## config.mk

```make
export PLATFORM = sky130hd
export DESIGN_NAME = norm_frame_sequencer
export DESIGN_NICKNAME = d
export VERILOG_FILES = /design/src/rtl/norm_seq_pkg.sv /design/src/rtl/norm_seq_cfg_shadow.sv /design/src/rtl/norm_frame_sequencer.sv
export SDC_FILE = /design/constraint.sdc
export NUM_CORES = 1
export LEC_CHECK = 0
export BUFFER_PORTS_ARGS = -buffer_cell sky130_fd_sc_hd__buf_2
export CAP_MARGIN = 20
export CORE_UTILIZATION = 45
export DETAILED_ROUTE_END_ITERATION = 12
export GPL_ROUTABILITY_DRIVEN = 0
export HOLD_SLACK_MARGIN = 0.15
export PLACE_DENSITY = 0.68
export SETUP_SLACK_MARGIN = 0.2
export SLEW_MARGIN = 0
export SYNTH_ARGS = -nofsm -noshare
export SYNTH_HDL_FRONTEND = slang
export SYNTH_SLANG_ARGS = --single-unit
export TNS_END_PERCENT = 30
```

## constraint.sdc

```tcl
create_clock -name clk -period 2.2 [get_ports clk]
set_input_delay 0 -clock clk [delete_from_list [all_inputs] [get_ports clk]]
set_output_delay 0 -clock clk [all_outputs]
set_load 0.02 [all_outputs]
```

## src/rtl/norm_seq_pkg.sv

```systemverilog
// Shared types and constants for the normalization frame sequencer.
package norm_seq_pkg;

   localparam int unsigned DENOM_W    = 8;
   // Width of the reciprocal-LUT settle counter; COEF_LAT must be in 1..256
   localparam int unsigned COEF_CNT_W = 8;

   typedef enum logic [2:0] {
      IDLE,
      LOAD,
      WAIT_COEF,
      START,
      RUN,
      ERR
   } nseq_state_e;

endpackage

```

## src/rtl/norm_seq_cfg_shadow.sv

```systemverilog
// Host-side shadow of the normalization denominator: holds the last non-zero
// write, flags it as pending until applied, and latches a sticky zero-write error.
module norm_seq_cfg_shadow
   import norm_seq_pkg::*;
#(
   parameter logic [DENOM_W-1:0] DEFAULT_DENOM = 8'd1
) (
   input  logic               clk,
   input  logic               srst,
   input  logic               wr_valid,
   input  logic [DENOM_W-1:0] wr_data,
   input  logic               apply,
   output logic [DENOM_W-1:0] shadow,
   output logic               pending,
   output logic               zero_err
);

   logic [DENOM_W-1:0] shadow_q, shadow_d;
   logic               pending_q, pending_d;
   logic               zero_err_q, zero_err_d;

   always_comb begin
      shadow_d   = shadow_q;
      pending_d  = pending_q;
      zero_err_d = zero_err_q;
      if (apply) begin
         pending_d = 1'b0;
      end
      // A write landing on the apply cycle re-arms pending for the next frame
      if (wr_valid) begin
         if (wr_data != '0) begin
            shadow_d  = wr_data;
            pending_d = 1'b1;
         end else begin
            zero_err_d = 1'b1;
         end
      end
   end

   always_ff @(posedge clk) begin
      if (srst) begin
         shadow_q   <= DEFAULT_DENOM;
         pending_q  <= 1'b0;
         zero_err_q <= 1'b0;
      end else begin
         shadow_q   <= shadow_d;
         pending_q  <= pending_d;
         zero_err_q <= zero_err_d;
      end
   end

   assign shadow   = shadow_q;
   assign pending  = pending_q;
   assign zero_err = zero_err_q;

endmodule

```

## src/rtl/norm_frame_sequencer.sv

```systemverilog
// Per-frame controller for norm_reader: applies the shadowed denominator at frame
// boundaries, waits for the reciprocal LUT, pulses ap_start and counts frames.
// Optional RUN watchdog and ERR state enabled by defining NSEQ_TIMEOUT_EN.
module norm_frame_sequencer
   import norm_seq_pkg::*;
#(
   parameter logic [DENOM_W-1:0] DEFAULT_DENOM = 8'd1,
   parameter int unsigned        COEF_LAT      = 2,
   parameter int unsigned        FRAME_CNT_W   = 16
`ifdef NSEQ_TIMEOUT_EN
   ,parameter int unsigned       TIMEOUT_CYCLES = 2**20
`endif
) (
   input  logic                   clk,
   input  logic                   srst,
   input  logic                   enable,
   input  logic                   frame_avail,
   input  logic [DENOM_W-1:0]     cfg_denominator,
   input  logic                   cfg_denominator_valid,
   input  logic                   norm_ap_ready,
   input  logic                   norm_ap_done,
   output logic                   norm_ap_start,
   output logic [DENOM_W-1:0]     norm_denominator,
   output logic                   norm_denominator_tvalid,
   output logic                   busy,
   output logic                   cfg_pending,
   output logic                   cfg_zero_err,
   output logic [FRAME_CNT_W-1:0] frame_cnt,
   output logic                   err_timeout
);

   nseq_state_e            state_q, state_d;
   logic [COEF_CNT_W-1:0]  coef_cnt_q, coef_cnt_d;
   logic [FRAME_CNT_W-1:0] frame_cnt_q, frame_cnt_d;
   logic [DENOM_W-1:0]     denom_q, denom_d;
   logic                   loaded_q, loaded_d;
   logic [DENOM_W-1:0]     shadow;
   logic                   apply;

`ifdef NSEQ_TIMEOUT_EN
   localparam int unsigned RUN_CNT_W = $clog2(TIMEOUT_CYCLES) + 1;
   logic [RUN_CNT_W-1:0] run_cnt_q, run_cnt_d;
   logic                 err_q, err_d;
`endif

   norm_seq_cfg_shadow #(
      .DEFAULT_DENOM (DEFAULT_DENOM)
   ) u_cfg_shadow (
      .clk      (clk),
      .srst     (srst),
      .wr_valid (cfg_denominator_valid),
      .wr_data  (cfg_denominator),
      .apply    (apply),
      .shadow   (shadow),
      .pending  (cfg_pending),
      .zero_err (cfg_zero_err)
   );

   assign apply = (state_q == LOAD);

   always_comb begin
      state_d     = state_q;
      coef_cnt_d  = coef_cnt_q;
      frame_cnt_d = frame_cnt_q;
      denom_d     = denom_q;
      loaded_d    = loaded_q;
`ifdef NSEQ_TIMEOUT_EN
      run_cnt_d   = run_cnt_q;
      err_d       = err_q;
`endif
      case (state_q)
         IDLE: begin
            if (enable && frame_avail && norm_ap_ready) begin
               state_d = (cfg_pending || !loaded_q) ? LOAD : START;
            end
         end
         LOAD: begin
            denom_d    = shadow;
            loaded_d   = 1'b1;
            coef_cnt_d = '0;
            state_d    = WAIT_COEF;
         end
         WAIT_COEF: begin
            if (coef_cnt_q == COEF_CNT_W'(COEF_LAT - 1)) begin
               state_d = START;
            end else begin
               coef_cnt_d = coef_cnt_q + 1'b1;
            end
         end
         START: begin
`ifdef NSEQ_TIMEOUT_EN
            run_cnt_d = '0;
`endif
            state_d = RUN;
         end
         RUN: begin
            if (norm_ap_done) begin
               frame_cnt_d = frame_cnt_q + FRAME_CNT_W'(1);
               state_d     = IDLE;
`ifdef NSEQ_TIMEOUT_EN
            end else if (run_cnt_q == RUN_CNT_W'(TIMEOUT_CYCLES - 1)) begin
               err_d   = 1'b1;
               state_d = ERR;
            end else begin
               run_cnt_d = run_cnt_q + 1'b1;
`endif
            end
         end
`ifdef NSEQ_TIMEOUT_EN
         ERR: state_d = ERR;
`endif
         default: state_d = IDLE;
      endcase
   end

   always_ff @(posedge clk) begin
      if (srst) begin
         state_q     <= IDLE;
         coef_cnt_q  <= '0;
         frame_cnt_q <= '0;
         denom_q     <= DEFAULT_DENOM;
         loaded_q    <= 1'b0;
`ifdef NSEQ_TIMEOUT_EN
         run_cnt_q   <= '0;
         err_q       <= 1'b0;
`endif
      end else begin
         state_q     <= state_d;
         coef_cnt_q  <= coef_cnt_d;
         frame_cnt_q <= frame_cnt_d;
         denom_q     <= denom_d;
         loaded_q    <= loaded_d;
`ifdef NSEQ_TIMEOUT_EN
         run_cnt_q   <= run_cnt_d;
         err_q       <= err_d;
`endif
      end
   end

   assign norm_ap_start           = (state_q == START);
   // tvalid drops only while the LUT input is being replaced
   assign norm_denominator_tvalid = loaded_q && (state_q != LOAD);
   assign busy                    = (state_q != IDLE) && (state_q != ERR);
   assign norm_denominator        = denom_q;
   assign frame_cnt               = frame_cnt_q;
`ifdef NSEQ_TIMEOUT_EN
   assign err_timeout             = err_q;
`else
   assign err_timeout             = 1'b0;
`endif

endmodule

```

; ---- After elaboration in Yosys (flattened, before gate mapping)
; Index checks and enable logic that the tools add are counted.
[classes]
bitwise = 1
n_mux = 10
n_addsub = 2
n_eq_ne = 11
n_reduce_logical = 15
[ops]
columns = op, count
row1 = 16-bit by 1-bit adder with 16-bit output (second input constant), 1
row2 = 8-bit one-hot mux with 2 select lines, 1
row3 = 3-bit one-hot mux with 5 select lines, 1
row4 = 3-bit 2-to-1 mux, 3
row5 = 8-bit by 1-bit adder with 8-bit output (second input constant), 1
row6 = 8-bit by 1-bit == test with 1-bit output (second input constant), 1
row7 = 8-bit 2-to-1 mux, 1
row8 = 2-bit != test (second input constant), 4
row9 = 2-bit AND reduction, 4
row10 = 8-bit nonzero test, 1
row11 = 3-bit by 2-bit == test with 1-bit output (second input constant), 2
row12 = 1-bit logical AND, 4
row13 = 3-bit by 1-bit == test with 1-bit output (second input constant), 1
row14 = 3-bit == test (second input constant), 1
row15 = 3-bit zero test, 1
row16 = 1-bit 2-to-1 mux, 3
row17 = 3-bit by 1-bit != test with 1-bit output (second input constant), 1
row18 = 3-bit != test (second input constant), 1
row19 = 3-bit AND reduction, 1
row20 = 3-bit nonzero test, 1
row21 = 2-bit 2-to-1 mux, 1
row22 = 2-bit nonzero test, 1
row23 = 1-bit zero test, 1
row24 = 1-bit logical OR, 1
row25 = 1-bit NOT, 1
[totals]
in_bits = 15
regBits = 46
word_cells = 47
out_inout_bits = 30

; ---- Logic depth before layout (Yosys ltp)
[logic_depth]
depth_word = 5
mapped_depth = 6
depth_no_buf = 6

; ---- Modules after synthesis
; From an unflattened synthesis, not the netlist that was laid out.
[hier_totals]
cells_unflattened = 244
hier_area_um2 = 2112.0
[by_module_without_submodules]
columns = mod, n_inst, area_per_inst_um2, cells_each
row1 = norm_frame_sequencer, 1, 1697.9, 199
row2 = norm_seq_cfg_shadow, 1, 414.1, 45

; ---- Least setup slack after synthesis
; No wires, ideal clock.
[synth_timing]
kind = reg2reg
startpoint = register frame_cnt_q[0] (netlist: frame_cnt[0])
endpoint = register frame_cnt_q[12] (netlist: frame_cnt[12])
path_stages_with_launch = 6
arrival_time_ns = 1.683
n_path_buf = 0
t_required_ns = 2.129
setup_slack_ns = 0.447
setup_ns = 0.071
cell_sequence = dfxtp_1 ha_1 nand2_1 or3_1 or3_1 a21oi_1
[synth_between]
elab_chain_len = 1
[synth_lines]
columns = element, line_no
row1 = "start, declared", norm_frame_sequencer.sv:34  ; logic [FRAME_CNT_W-1:0] frame_cnt_q, frame_cnt_d;
row2 = "start signal, assigned", norm_frame_sequencer.sv:130  ; frame_cnt_q <= frame_cnt_d;
row3 = 16-bit by 1-bit adder with 16-bit output, norm_frame_sequencer.sv:98  ; frame_cnt_d = frame_cnt_q + FRAME_CNT_W'(1);
; No other way between the ends.
; A chain may end at the register's enable or synchronous reset.

; ---- Worst setup path in the final report
[layout_timing]
startpoint = input port cfg_denominator[0]
endpoint = register u_cfg_shadow.shadow_q[7] (netlist: u_cfg_shadow.shadow[7])
[layout_between]
elab_chain_len = 2
[layout_lines]
columns = element, line_no
row1 = "start, declared", norm_frame_sequencer.sv:18  ; input logic [DENOM_W-1:0] cfg_denominator,
row2 = 8-bit nonzero test, norm_seq_cfg_shadow.sv:31  ; if (wr_data != '0) begin
row3 = 2-bit AND reduction (no source line), n/a
row4 = "end signal, assigned", norm_seq_cfg_shadow.sv:46  ; shadow_q <= shadow_d;
row5 = "end, declared", norm_seq_cfg_shadow.sv:18  ; logic [DENOM_W-1:0] shadow_q, shadow_d;
; No other way between the ends.

==> metrics.md <==
| Metric | Value |
|---|---|
| Worst Path Required | ~2.4 ns |
| Status | finished, final reports clean |
| Fin crit share | a little over four fifths |
| Final setup violation count | 0 |
| CTS Sinks | 46 |
| DR iter-0 viols | 89 |
| Clock skew | about 0.0043 ns |
| Slew Viols, Final | 0 |
| Area delta synth->final | 23.57% |
| Detailed Place HPWL | 2935 um |
| Max_cap viols | 0 |
| Syn Nets | between 200 and 300 |
| GRT Total Usage | a little under a fifth |
| Synth Flop Type | dfxtp_1 |
| Worst skew pair latency | between 0.2 and 0.3 ns |
| Site Rows | 23 |
| Total number of vias | 1857 |
| Overflow after GRT | 0 |
| Flops & latches, synth | 46 |
| Max IR drop VDD | roughly 500 uV |
| DRT Pass-1 Iters | 5 |
| Vias in the first global route | around 1600 |
| Synth unique cells | 43 |
| Core box area | 4144 um2 |
| # resized after CTS | 0 |
| First-pass GRT wire length | around 6700 um |
| CP Capture Type | flop |
| Type of origin of the critical path | input port |
| Initial antenna violation count | 0 |
| Min Tclk post-route | ~1.8 ns |
| Setup slack at placement | ~0.44 ns |
| Mapped Area | 2012 um2 |
| Worst Tran Pin Value | 0.6401 ns |
| Largest net degree at the start of global routing | 30 |
| Rel. slew slack | a little under three fifths |
| Synthesized area per cell | around 8.3 um2 |
| Area of the die | between 4000 and 5000 um2 |
| EDFF count, synth | 0 |
| Share of cells above drive strength 1 | 18.86% |
| Top cells by area, synth | dfxtp_1 46%, nand2_1 8.2%, a21oi_1 7.0% |
| Critical setup path kind | in2reg |
| Final net count | 316 |
| Post-synthesis sequential area ratio | between 40% and 50% |
| Max clock buf depth | 2 |
| Synth area leader | dfxtp_1 |
| IO Count | between 40 and 50 |
| Hold_ws | about 0.16 ns |
| H-Tree Depth | 2 |
| Port Buffers | 43 |
| RSZ-0062 raised after global routing | false |
| Residual DRC | 0 |
| Max Fclk | around 0.54 GHz |
| Fin worst setup slack | 0.3508 ns |
| Wire per inst | between 10 and 15 um |
| Cells after Synth | 242 |
| Via density | around 5.4 |
| Ys async rst share | 0% |
| CTS root buffer | clkbuf_8 |
| Leakage Power | 0.9565 nW |
| Antenna viol nets, final | 0 |
| PwrDens | a little over 600 nW/um2 |
| HP Class | in2reg |
| WL final | between 4000 and 5000 um |
| CTS tree | built |
| Yosys warnings | 0 |
| Setup TNS | 0 ns |
| Die Span Y | ~70 um |
| Post-CTS setup repair buffer count | 0 |
| Final hold violation count | 0 |
| Chip Width | between 60 and 70 um |
| Max FO, Critical Path | 9 |
| Critical path arrival | 2.06 ns |
| Num CTS Buffers | 5 |
| Share of the synthesized area in the top cell type | a little under half |
| Antenna Cells | 0 |
| Filler cell count | between 300 and 400 |
| CTS Hold Bufs | 16 |
| Clk slew on worst S/H paths | around 0.08 ns |
| Starting density of the core | roughly 50% |
## cell families after synthesis
group,Yosys count,share of synthesized area (%)
other cells,1,0.1864
fa+ha+maj,3,1.866
xor+xnor,10,4.354
flops,46,45.77
simple gates,115,29.29
buf+inv,18,4.539
compound gates,49,13.99
## layer usage
layer / GRT usage (%) / share of wire [%] / vias up
met2: 30.83 / 47 / 33
met3: 5.921 / 4.1 / 4
li1: - / - / 961
met4: 6.122 / 1.1 / 0
met5: 0 / 0 / -
met1: 24.35 / 48 / 859
## placed cells by master (no fill, tap or decap), drive strengths merged, types with 4 or more instances in the layout
| master | instances |
|---|---|
| clkbuf | 6 |
| inv | 4 |
| nand3 | 7 |
| or4 | 5 |
| a21oi | 28 |
| nor4 | 4 |
| nor2 | 23 |
| nand3b | 4 |
| buf | 47 |
| dlygate4sd3 | 16 |
| o21ai | 7 |
| dfxtp | 46 |
| nand2 | 44 |
| nand4 | 4 |
| or3 | 8 |
| xnor2 | 8 |
## sequential cells by signal (all words and copies together) (netlist names)
signal	count
norm_denominator	8
u_cfg_shadow.pending	1
coef_cnt_q	8
frame_cnt	16
state_q	3
u_cfg_shadow.shadow	8
loaded_q	1
u_cfg_shadow.zero_err	1
## synthesized netlist by cell type (3+ instances only)
library cell,number
dfxtp_1,46
nand2_1,44
a21oi_1,28
nor2_1,23
clkbuf_1,8
xnor2_1,8
nand3_1,7
or3_1,7
o21ai_0,6
or4_1,5
inv_1,4
nand3b_1,4
nand4_1,4
nor4_1,4
a31oi_1,3
ha_1,3
## worst max-delay path, stage by stage
cell           delay (ns)
dlygate4sd3_1        0.53
buf_2                0.12
or4_1                0.56
o21ai_1              0.54
nand2_1              0.13
a21oi_1              0.18
## final cells by class
cell class | instances | area, um2 | area share [%]
Inverter | 4 | 15.01 | 0.6039
Sequential cell | 46 | 920.9 | 37.04
Tap cell | 50 | 62.56 | 2.516
Clock buffer | 6 | 82.58 | 3.322
Multi-Input combinational cell | 178 | 999.7 | 40.21
Timing Repair Buffer | 63 | 405.4 | 16.31
## power by group
group	switching, W	leakage [nW]	internal [W]
registers	0.0000159	0.373	0.000851
clock network	0.000253	0.0431	0.000242
logic	0.0000777	0.540	0.0000627
total	0.000347	0.956	0.00116
## per-stage QoR
| step | instances | cell area, um2 | power (W) | utilization, % |
|---|---|---|---|---|
| after detailed placement | 325 | 2243 | 0.001005 | 54.14 |
| after floorplan | 242 | 2012 | 0.0009695 | - |
| after global placement | 325 | 2243 | 0.001004 | 54.14 |
| after CTS | 347 | 2486 | 0.001523 | 59.99 |
| final | 347 | 2486 | 0.001503 | 59.99 |
| after global routing | 347 | 2486 | 0.001571 | 59.99 |
## worst paths after layout
kind,from,endpoint,slack (ns),cells after the start
worst min register to register,norm_denominator[4],norm_denominator[4],0.45,2
worst min-delay path,srst,coef_cnt_q[1],0.16,2
worst max register to register,state_q[2],frame_cnt[15],0.44,4
worst max-delay path,cfg_denominator[0],u_cfg_shadow.shadow[7],0.35,6
(Power assumes the default switching activity.)
